File: config.mk
export PLATFORM = sky130hd
export DESIGN_NAME = mm_in_skew
export DESIGN_NICKNAME = d
export VERILOG_FILES = /design/src/rtl/mm_pkg.sv /design/src/rtl/mm_skew_lane.sv /design/src/rtl/mm_in_skew.sv
export SDC_FILE = /design/constraint.sdc
export NUM_CORES = 2
export LEC_CHECK = 0
export CELL_PAD_IN_SITES_DETAIL_PLACEMENT = 0
export CELL_PAD_IN_SITES_GLOBAL_PLACEMENT = 1
export CORE_ASPECT_RATIO = 1.5
export CORE_UTILIZATION = 55
export CTS_BUF_LIST = sky130_fd_sc_hd__clkbuf_2 sky130_fd_sc_hd__clkbuf_4 sky130_fd_sc_hd__clkbuf_8
export DETAILED_ROUTE_END_ITERATION = 10
export DONT_BUFFER_PORTS = 1
export PLACE_DENSITY = 0.92
export SETUP_SLACK_MARGIN = 0.15
export SYNTH_ARGS = -nofsm -noshare
export SYNTH_HDL_FRONTEND = slang
export SYNTH_SLANG_ARGS = --single-unit
File: constraint.sdc
create_clock -name clk -period 92.2 [get_ports clk]
set_clock_uncertainty 0.05 [all_clocks]
set_input_delay 18.44 -clock clk [delete_from_list [all_inputs] [get_ports clk]]
set_output_delay 18.44 -clock clk [all_outputs]
set_load 0.02 [all_outputs]
File: src/rtl/mm_pkg.sv
// rtl/mm_pkg.sv - shared defaults and state encoding for the MM input skew block
// Purpose: default systolic-array edge size and lane width, skew FSM state
//          encoding, and a counter-width helper used by mm_in_skew.
// Ports:   none (package).
package mm_pkg;

  localparam int MM_A_SIZE     = 24;
  localparam int MM_DATA_WIDTH = 8;

  typedef enum logic [1:0] {
    ST_IDLE   = 2'd0,
    ST_STREAM = 2'd1,
    ST_DRAIN  = 2'd2
  } skew_state_t;

  // clog2 that never returns 0, so a single-lane build still gets a 1-bit counter.
  function automatic int cnt_width(input int n);
    return (n > 1) ? $clog2(n) : 1;
  endfunction

endpackage

File: src/rtl/mm_skew_lane.sv
// rtl/mm_skew_lane.sv - enabled, zero-reset delay line for one skewed lane
// Purpose: delays din by exactly depth enabled steps; contents only move when en=1.
// Ports:   clk, rst (sync active-high), en (shift strobe),
//          din (lane input), dout (value shifted in depth steps ago, 0 if none).
module mm_skew_lane
  import mm_pkg::*;
#(
  parameter int depth      = 1,
  parameter int data_width = MM_DATA_WIDTH
) (
  input  logic                  clk,
  input  logic                  rst,
  input  logic                  en,
  input  logic [data_width-1:0] din,
  output logic [data_width-1:0] dout
);

  logic [data_width-1:0] taps [depth];

  always_ff @(posedge clk) begin
    if (rst) begin
      for (int j = 0; j < depth; j++) taps[j] <= '0;
    end else if (en) begin
      taps[0] <= din;
      for (int j = 1; j < depth; j++) taps[j] <= taps[j-1];
    end
  end

  assign dout = taps[depth-1];

endmodule

File: src/rtl/mm_in_skew.sv
// rtl/mm_in_skew.sv - diagonal input skew feeding one edge of the systolic array
// Purpose: lane i of the output is lane i of the input delayed i steps. After the
//          in_last beat, A_size-1 zero-input drain steps flush the delay lines.
//          Optional macro MM_SKEW_PERF_CNT_EN adds a saturating stall counter.
// Ports:   clk, rst (sync active-high)
//          in_valid/in_ready/in_last/in_data   upstream beat stream
//          out_valid/out_ready/out_last/out_data skewed beat stream (registered)
//          busy       high while not IDLE
//          stall_cnt  (MM_SKEW_PERF_CNT_EN only) cycles with out_valid & ~out_ready
module mm_in_skew
  import mm_pkg::*;
#(
  parameter int A_size     = MM_A_SIZE,
  parameter int data_width = MM_DATA_WIDTH
) (
  input  logic                         clk,
  input  logic                         rst,
  input  logic                         in_valid,
  input  logic                         in_last,
  output logic                         in_ready,
  input  logic [A_size*data_width-1:0] in_data,
  output logic                         out_valid,
  output logic                         out_last,
  input  logic                         out_ready,
  output logic [A_size*data_width-1:0] out_data,
  output logic                         busy
`ifdef MM_SKEW_PERF_CNT_EN
  ,
  output logic [31:0]                  stall_cnt
`endif
);

  localparam int            CW         = cnt_width(A_size);
  localparam logic [CW-1:0] DRAIN_LAST = CW'((A_size > 1) ? A_size - 2 : 0);

  skew_state_t state;
  logic [CW-1:0] drain_cnt;

  logic adv;
  logic accept;
  logic drain_step;
  logic step;
  logic last_step;
  logic [A_size*data_width-1:0] skewed;

  // The output register can take a new beat when empty or being drained downstream.
  assign adv        = ~out_valid | out_ready;
  assign in_ready   = adv & (state != ST_DRAIN);
  assign accept     = in_valid & in_ready;
  assign drain_step = (state == ST_DRAIN) & adv;
  assign step       = accept | drain_step;
  assign busy       = (state != ST_IDLE);

  // Single-lane arrays have no drain, so the in_last beat itself is the final one.
  assign last_step  = (A_size == 1) ? (accept & in_last)
                                    : (drain_step & (drain_cnt == DRAIN_LAST));

  // During drain no beat is accepted, so every lane shifts in zero.
  assign skewed[data_width-1:0] = accept ? in_data[data_width-1:0] : '0;

  for (genvar i = 1; i < A_size; i++) begin : g_lane
    mm_skew_lane #(
      .depth      (i),
      .data_width (data_width)
    ) u_lane (
      .clk  (clk),
      .rst  (rst),
      .en   (step),
      .din  (accept ? in_data[i*data_width +: data_width] : '0),
      .dout (skewed[i*data_width +: data_width])
    );
  end

  always_ff @(posedge clk) begin
    if (rst) begin
      state     <= ST_IDLE;
      drain_cnt <= '0;
      out_valid <= 1'b0;
      out_last  <= 1'b0;
      out_data  <= '0;
    end else begin
      // Output register holds everything while stalled (adv=0).
      if (step) begin
        out_valid <= 1'b1;
        out_data  <= skewed;
        out_last  <= last_step;
      end else if (adv) begin
        out_valid <= 1'b0;
        out_last  <= 1'b0;
      end

      case (state)
        ST_IDLE, ST_STREAM: begin
          if (accept) begin
            if (in_last) begin
              state     <= (A_size == 1) ? ST_IDLE : ST_DRAIN;
              drain_cnt <= '0;
            end else begin
              state <= ST_STREAM;
            end
          end
        end
        ST_DRAIN: begin
          if (drain_step) begin
            if (drain_cnt == DRAIN_LAST) begin
              state     <= ST_IDLE;
              drain_cnt <= '0;
            end else begin
              drain_cnt <= drain_cnt + 1'b1;
            end
          end
        end
        default: state <= ST_IDLE;
      endcase
    end
  end

`ifdef MM_SKEW_PERF_CNT_EN
  always_ff @(posedge clk) begin
    if (rst) begin
      stall_cnt <= '0;
    end else if (out_valid & ~out_ready & (stall_cnt != '1)) begin
      stall_cnt <= stall_cnt + 32'd1;
    end
  end
`endif

endmodule

==> Word-level counts from Yosys, hierarchy flattened <==
Memory sizes are Yosys's and may differ from the RTL's. A register that Yosys moved wholly into a read port is not among the register bits.
Cells that the tools add are included.
{ "word_totals": {"n_memories": 23, "mem_bits_rw": 2208, "wordCells": 646, "reg_bits": 201, "input_bits": 197, "output_inout_bits": 196} }
{ "op_classes": {"mux": 319, "n_eq_ne": 8, "bitwise_logic": 282, "add_sub_neg": 1, "reduce_logical": 8} }
{ "mem_list": {"columns": ["memory", "words", "word_bits", "rd", "rd_clocked_by_memory_dff", "wr", "line_no", "text"], "rows": [
  ["g_lane[23].u_lane.taps", 23, 8, 23, 1, 23, "mm_skew_lane.sv:18", "logic [data_width-1:0] taps [depth];"],
  ["g_lane[22].u_lane.taps", 22, 8, 22, 1, 22, "mm_skew_lane.sv:18", null],
  ["g_lane[21].u_lane.taps", 21, 8, 21, 1, 21, "mm_skew_lane.sv:18", null],
  ["g_lane[20].u_lane.taps", 20, 8, 20, 1, 20, "mm_skew_lane.sv:18", null],
  ["g_lane[19].u_lane.taps", 19, 8, 19, 1, 19, "mm_skew_lane.sv:18", null],
  ["g_lane[18].u_lane.taps", 18, 8, 18, 1, 18, "mm_skew_lane.sv:18", null],
  ["+17 memories", null, null, null, null, null, null, null]
]} }
{ "op_table": {"columns": ["cell", "n"], "rows": [
  ["2-to-1 mux 8 bit", 300],
  ["bitwise OR 1 bit", 277],
  ["2-to-1 mux 5 bit", 4],
  ["case mux 5 bit (2 select lines)", 1],
  ["2-to-1 mux 1 bit", 9],
  ["2-to-1 mux 2 bit", 4],
  ["!= test 2 bit, second input constant", 4],
  ["OR reduction 8 bit", 1],
  ["nonzero test 2 bit", 3],
  ["adder 5 x 1 -> 5 bit, second input constant", 1],
  ["== test 5 bit, second input constant", 1],
  ["bitwise AND 1 bit", 4],
  ["case mux 2 bit (2 select lines)", 1],
  ["AND reduction 4 bit", 1],
  ["AND reduction 3 bit", 1],
  ["== test 2 x 1 -> 1 bit, second input constant", 1],
  ["== test 2 bit, second input constant", 1],
  ["logical NOT 2 bit", 1],
  ["!= test 2 x 1 -> 1 bit, second input constant", 1],
  ["OR reduction 2 bit", 1],
  ["NOT 1 bit", 1]
]} }

==> Depth between registers and ports, before layout <==
{ "logic_depth": {"ltp_word": 10, "mapped_depth": 8, "ltp_nobuf": 6} }

==> Modules after synthesis <==
From an unflattened synthesis, not the netlist that was laid out.
{ "unflattened": {"cells_unflattened": 6113, "area_unflattened_um2": 97437.2} }
{ "by_module_without_submodules": {"columns": ["mod", "cells_each", "area_per_inst_um2", "instances", "seq_area_each_um2"], "rows": [
  ["mm_in_skew", 1083, 8281.7, 1, 4023.9],
  ["mm_skew_lane (g_lane[23].u_lane)", 413, 7273.2, 1, 5525.3],
  ["mm_skew_lane (g_lane[22].u_lane)", 396, 6990.5, 1, 5285.1],
  ["mm_skew_lane (g_lane[21].u_lane)", 379, 6762.7, 1, 5044.8],
  ["mm_skew_lane (g_lane[20].u_lane)", 362, 6472.5, 1, 4804.6],
  ["mm_skew_lane (g_lane[19].u_lane)", 345, 6149.6, 1, 4564.4],
  ["mm_skew_lane (g_lane[18].u_lane)", 328, 5841.9, 1, 4324.1],
  ["mm_skew_lane (g_lane[17].u_lane)", 311, 5619.1, 1, 4083.9],
  ["mm_skew_lane (g_lane[16].u_lane)", 288, 5029.8, 1, 3843.7],
  ["mm_skew_lane (g_lane[15].u_lane)", 271, 4749.6, 1, 3603.5],
  ["mm_skew_lane (g_lane[14].u_lane)", 254, 4484.3, 1, 3363.2],
  ["mm_skew_lane (g_lane[13].u_lane)", 229, 4117.7, 1, 3123.0],
  ["mm_skew_lane (g_lane[12].u_lane)", 220, 3870.0, 1, 2882.8],
  ["mm_skew_lane (g_lane[11].u_lane)", 203, 3562.2, 1, 2642.5],
  ["10 more rows", null, null, null, null]
]} }

==> Worst setup path after synthesis <==
Ideal clock, no wire load.
{ "synth_path": {"path_type": "input-to-reg", "startpoint": "in rst", "endpoint": "mem g_lane[10].u_lane.taps[0][0] in the netlist's numbering (enable)", "required_ps": 89619, "n_path_buf": 3, "path_slack_ps": 27758, "path_stages": 5, "arrival_ps": 61861, "path_cell_list": "clkbuf_1 > o21ba_2 > buf_2 > buf_2 > inv_1"} }
{ "synth_rtl": {"columns": ["item", "line_no", "text"], "rows": [
  ["start, declared", "mm_in_skew.sv:17", "input logic rst,"],
  ["end, declared", "mm_skew_lane.sv:18", null]
]} }

==> Worst setup path in the final report <==
{ "layout_path": {"startpoint": "in out_ready", "endpoint": "out in_ready"} }
{ "layout_via": {"elab_chain_len": 2} }
{ "layout_lines": {"columns": ["item", "line_no", "text"], "rows": [
  ["start, declared", "mm_in_skew.sv:24", "input logic out_ready,"],
  ["bitwise OR 1 bit", "mm_in_skew.sv:47", "assign adv = ~out_valid | out_ready;"],
  ["bitwise AND 1 bit", "mm_in_skew.sv:48", "assign in_ready = adv & (state != ST_DRAIN);"],
  ["end, declared", "mm_in_skew.sv:20", "output logic in_ready,"]
]} }
No other way between the ends.

==> impl_results.rst <==
.. list-table::
   :header-rows: 1

   * - Metric
     - Value
   * - GRT overflow
     - 0
   * - Hold-fix buffers at CTS
     - 0
   * - Crit path max fanout
     - 12
   * - Number of cells on the worst hold path
     - 1
   * - Number of placed I/O pins
     - just under 400
   * - Routed Antenna Nets
     - 0
   * - Clock transition at the registers of the reported paths
     - approximately 60 ps
   * - Total die area
     - approximately 0.16 mm2
   * - Pin count of the biggest net entering global routing
     - roughly 330
   * - FF+latch count, synth
     - between 2,000 and 2,500
   * - Slew margin rel.
     - between 10% and 20%
   * - Area fraction in and, or, nand and nor cells after synthesis
     - between 10% and 20%
   * - Min Hold Slack
     - roughly 370 ps
   * - 1st-pass router iterations
     - 5
   * - Result of the run
     - finished, final reports clean
   * - Top cell family by delay on the critical path
     - simple AND/OR/NAND/NOR gates
   * - Placed cell count
     - roughly 7,000
   * - Wire length of the first global-routing pass
     - 183,000 um
   * - Worst stage delay on the critical path
     - about 800 ps
   * - Launch instance of the worst register-to-register path
     - out_valid
   * - Startpoint class of the critical path
     - primary input
   * - Signal arrival time at the worst endpoint
     - approximately 20,000 ps
   * - Routability Congestion
     - roughly 0.77
   * - Depth of the CTS H-tree
     - 5
   * - Post-Syn Area
     - around 0.09 mm2
   * - Hold path startpoint
     - g_lane[10].u_lane.taps[9][3]
   * - Cell Chain, Critical Path
     - nor2b_1 -> nor2_1
   * - Critical path buffers and inverters
     - 0
   * - CTS sink cnt
     - between 2,000 and 2,500
   * - Cell Count, Final, Fillers Out
     - between 7,000 and 8,000
   * - Largest family of logic cells by synthesized area
     - simple AND/OR/NAND/NOR gates
   * - Crit end category
     - output pin
   * - Total count of max-transition violations in the final report
     - 0
   * - Mux share of post-synthesis cell area
     - less than 1%
   * - WL per Instance
     - between 10 and 15 um
   * - CTS resizes
     - 0
   * - Setup Viol. Count Final
     - 0
   * - Final min period
     - ~38,000 ps
   * - Floorplan die height
     - around 500 um
   * - Setup WS pre-CTS
     - 54,140 ps
   * - Number of fillers in the final layout
     - about 11,000
   * - Maximum capacitance violations
     - 0
   * - Synth Warn #
     - 0
   * - Number of library cell types mapped by synthesis
     - 36
   * - Share of the synthesized area in compound gates (AO/OA/AOI/OAI)
     - a little over 2%
   * - VDD IR-drop max
     - ~0.019 mV
   * - Fraction of final layout cells sized beyond drive strength 1
     - 11.1%
   * - Quantity of I/O buffers inserted on ports
     - 0
   * - Hold violation count in the final report
     - 0
   * - Buffer depth of the longest clock path
     - 4
   * - Synth Area in XOR/XNOR
     - 0%
   * - Synth Area in Adders
     - less than 1%
   * - TNS Setup
     - 0 ps
   * - Required arrival time at the worst endpoint
     - about 74,000 ps
   * - Wire length reported by the detailed router
     - 114,000 um
   * - Final period util
     - around 41%
   * - Estimated wirelength of the detail-placed design
     - 58,300 um
   * - Static Leakage
     - 36.9 nW
   * - Synth-to-Final Area Change
     - 9.98%
   * - Detailed-route via count
     - between 30,000 and 40,000
   * - Post-synthesis average cell area
     - 17.0 um2
   * - Count of cells along the worst register-to-register path
     - 7
   * - Unrepaired setup endpoints after global routing
     - false
   * - Worst hold path type
     - register to register
   * - Clock root buffer master
     - sky130_fd_sc_hd__clkbuf_8
   * - Horizontal extent of the die
     - ~330 um
   * - Buffer count from post-CTS setup fixing
     - 0
   * - Worst-skew pair later-pin latency
     - about 980 ps
   * - Vias in the first global route
     - between 30,000 and 40,000
   * - Clock tree from TritonCTS
     - yes
   * - Number of DRC violations after detailed routing
     - 0
   * - Worst hold endpoint
     - out_data[83]
   * - Synthesized instance count
     - about 5,200
   * - Final net count
     - between 5,000 and 6,000
   * - Starting density of the core
     - between 50% and 60%
   * - Power density of the placed cells
     - between 20 and 25 mW/mm2
   * - Type of the setup path with the least slack
     - primary input to output pin
   * - Global-route total usage across every layer
     - about 14%
   * - Number of design-rule violations left by the first detailed-router iteration
     - about 2,400
   * - Via density
     - 4.84
   * - Number of CTS-inserted buffers
     - approximately 350
   * - Worst reg2reg setup slack
     - 86,140 ps
   * - Cell row count
     - approximately 180
   * - Mapped Nets
     - ~5,400
   * - Area of the placeable core
     - around 0.16 mm2
   * - Upper clock frequency limit
     - between 0.02 and 0.03 GHz
   * - Worst R2R End
     - g_lane[10].u_lane.taps[1][1]
   * - Antenna violations before repair
     - 32
   * - Sequential element share of the synthesized area
     - around 80%
   * - Least setup slack across all paths after layout
     - between 50,000 and 60,000 ps
   * - Share of the core filled with cells in the final layout
     - roughly three fifths
   * - Critical-path cell with the highest stage delay
     - sky130_fd_sc_hd__nor2b_1
   * - Slew at the pin with the worst max-slew slack
     - 1240 ps
==> through the flow <==
| step | instance area [um2] | power (W) |
|---|---|---|
| after floorplan | 87500 | 0.00154 |
| after global placement | 89100 | 0.00143 |
| after detailed placement | 89100 | 0.00143 |
| after CTS | 96200 | 0.00228 |
| after global routing | 96200 | 0.00234 |
| final | 96200 | 0.00225 |
==> cells in the mapped netlist <==
cell type	n	area, um2
sky130_fd_sc_hd__clkbuf_1	98	368
sky130_fd_sc_hd__nor2_1	8	30.0
sky130_fd_sc_hd__a311oi_1	1	8.76
sky130_fd_sc_hd__nand2b_1	2	12.5
sky130_fd_sc_hd__or2_2	1	6.26
sky130_fd_sc_hd__nand2_1	4	15.0
sky130_fd_sc_hd__nor3_1	3	15.0
sky130_fd_sc_hd__nor4_1	3	18.8
sky130_fd_sc_hd__dfxtp_1	201	4020
sky130_fd_sc_hd__buf_1	2	7.51
sky130_fd_sc_hd__and2_1	1896	11900
sky130_fd_sc_hd__mux2i_1	1	10.0
sky130_fd_sc_hd__edfxtp_1	2208	66300
sky130_fd_sc_hd__nor3_2	1	10.0
sky130_fd_sc_hd__and3_1	1	6.26
sky130_fd_sc_hd__a211oi_1	1	7.51
sky130_fd_sc_hd__o311a_1	1	10.0
sky130_fd_sc_hd__o21ai_0	1	5.00
sky130_fd_sc_hd__nor2b_1	314	1960
sky130_fd_sc_hd__and2b_1	1	7.51
sky130_fd_sc_hd__a21oi_1	7	35.0
sky130_fd_sc_hd__buf_2	50	250
sky130_fd_sc_hd__clkbuf_2	130	651
sky130_fd_sc_hd__ha_1	2	25.0
sky130_fd_sc_hd__and4b_1	1	10.0
sky130_fd_sc_hd__a22o_1	192	1680
sky130_fd_sc_hd__inv_1	2	7.51
sky130_fd_sc_hd__o21ba_2	1	10.0
sky130_fd_sc_hd__a211o_1	1	8.76
sky130_fd_sc_hd__nor2_2	1	6.26
sky130_fd_sc_hd__a31oi_1	1	6.26
sky130_fd_sc_hd__nand4b_1	1	8.76
sky130_fd_sc_hd__a22oi_1	1	7.51
sky130_fd_sc_hd__buf_4	12	90.1
sky130_fd_sc_hd__nor3_4	1	16.3
sky130_fd_sc_hd__nand3_1	1	5.00
==> per-layer routing <==
| metal | track usage (%) | share of wire, % | vias to the layer above | wire length [um] |
|---|---|---|---|---|
| li1 | - | - | 18400 | - |
| met1 | 17.1 | 42 | 17300 | 47500 |
| met2 | 22.4 | 48 | 857 | 54100 |
| met3 | 5.46 | 8.2 | 253 | 9350 |
| met4 | 6.06 | 2.4 | 14 | 2690 |
| met5 | 0 | 0.069 | - | 78 |
==> worst reg2reg max path: stages (launching register included) <==
cell	delay [ps]
sky130_fd_sc_hd__dfxtp_1	390
sky130_fd_sc_hd__nor2b_1	340
sky130_fd_sc_hd__o21ba_4	320
sky130_fd_sc_hd__inv_8	520
sky130_fd_sc_hd__buf_4	970
sky130_fd_sc_hd__buf_12	970
sky130_fd_sc_hd__buf_12	920
sky130_fd_sc_hd__buf_4	1080
==> worst max path at each step <==
stage	startpoint	endpoint	slack, ps	depth (start not counted)
final	out_ready	in_ready	54150	2
after CTS	out_ready	in_ready	54140	2
after global routing	out_ready	in_ready	54060	2
after floorplan	rst	g_lane[10].u_lane.taps[0][0]	27760	5
after detailed placement	out_ready	in_ready	54140	2
after global placement	out_ready	in_ready	54230	2
==> layout make-up <==
class / count / area (um2) / area share (%)
well taps: 2070 / 2590 / 2.69
flip-flops and latches: 2409 / 70300 / 73.1
clock buffers: 501 / 6220 / 6.46
multi-input cells: 2449 / 15800 / 16.4
diodes: 18 / 45.0 / 0.0468
clock inverters: 119 / 876 / 0.910
repair buffers: 36 / 345 / 0.359
inverters: 2 / 15.0 / 0.0156
==> layout by cell type, fill, tap and decap left out, drive strengths merged <==
cell type,instances
a211o,1
a211oi,1
a21oi,7
a22o,192
a22oi,1
a311oi,1
a31oi,1
and2,1896
and2b,1
and3,1
and4b,1
buf,36
bufinv,12
clkbuf,501
clkinv,99
clkinvlp,5
dfxtp,201
diode,18
edfxtp,2208
ha,2
inv,5
mux2i,1
nand2,4
nand2b,2
nand3,1
nand4b,1
nor2,9
nor2b,314
nor3,5
nor4,3
o21ai,1
o21ba,1
o311a,1
or2,1
==> sequential cells by signal, indices dropped and copies added (netlist names) <==
name and cells:
state 2, drain_cnt 5, out_last 1, out_data 192
out_valid 1, g_lane.u_lane.taps 2208
==> power by group <==
part / switching [W] / internal, W / leakage [nW] / total [W]
clock network: 0.000372 / 0.000468 / 3.78 / 0.000840
logic: 0.0000537 / 0.0000265 / 7.15 / 0.0000803
registers: 0.0000292 / 0.00130 / 26.0 / 0.00133
total: 0.000455 / 0.00179 / 36.9 / 0.00225
==> cell families (layout without fill, tap and decap cells) <==
family / after synthesis / count (layout)
and+or+nand+nor: 2239 / 2239
other: 0 / 18
buffers and inverters: 294 / 658
AOI/OAI and AO/OA: 207 / 207
muxes: 1 / 1
DFF: 2409 / 2409
adders and majority gates: 2 / 2
No activity file was read; power rests on OpenSTA's default activity.
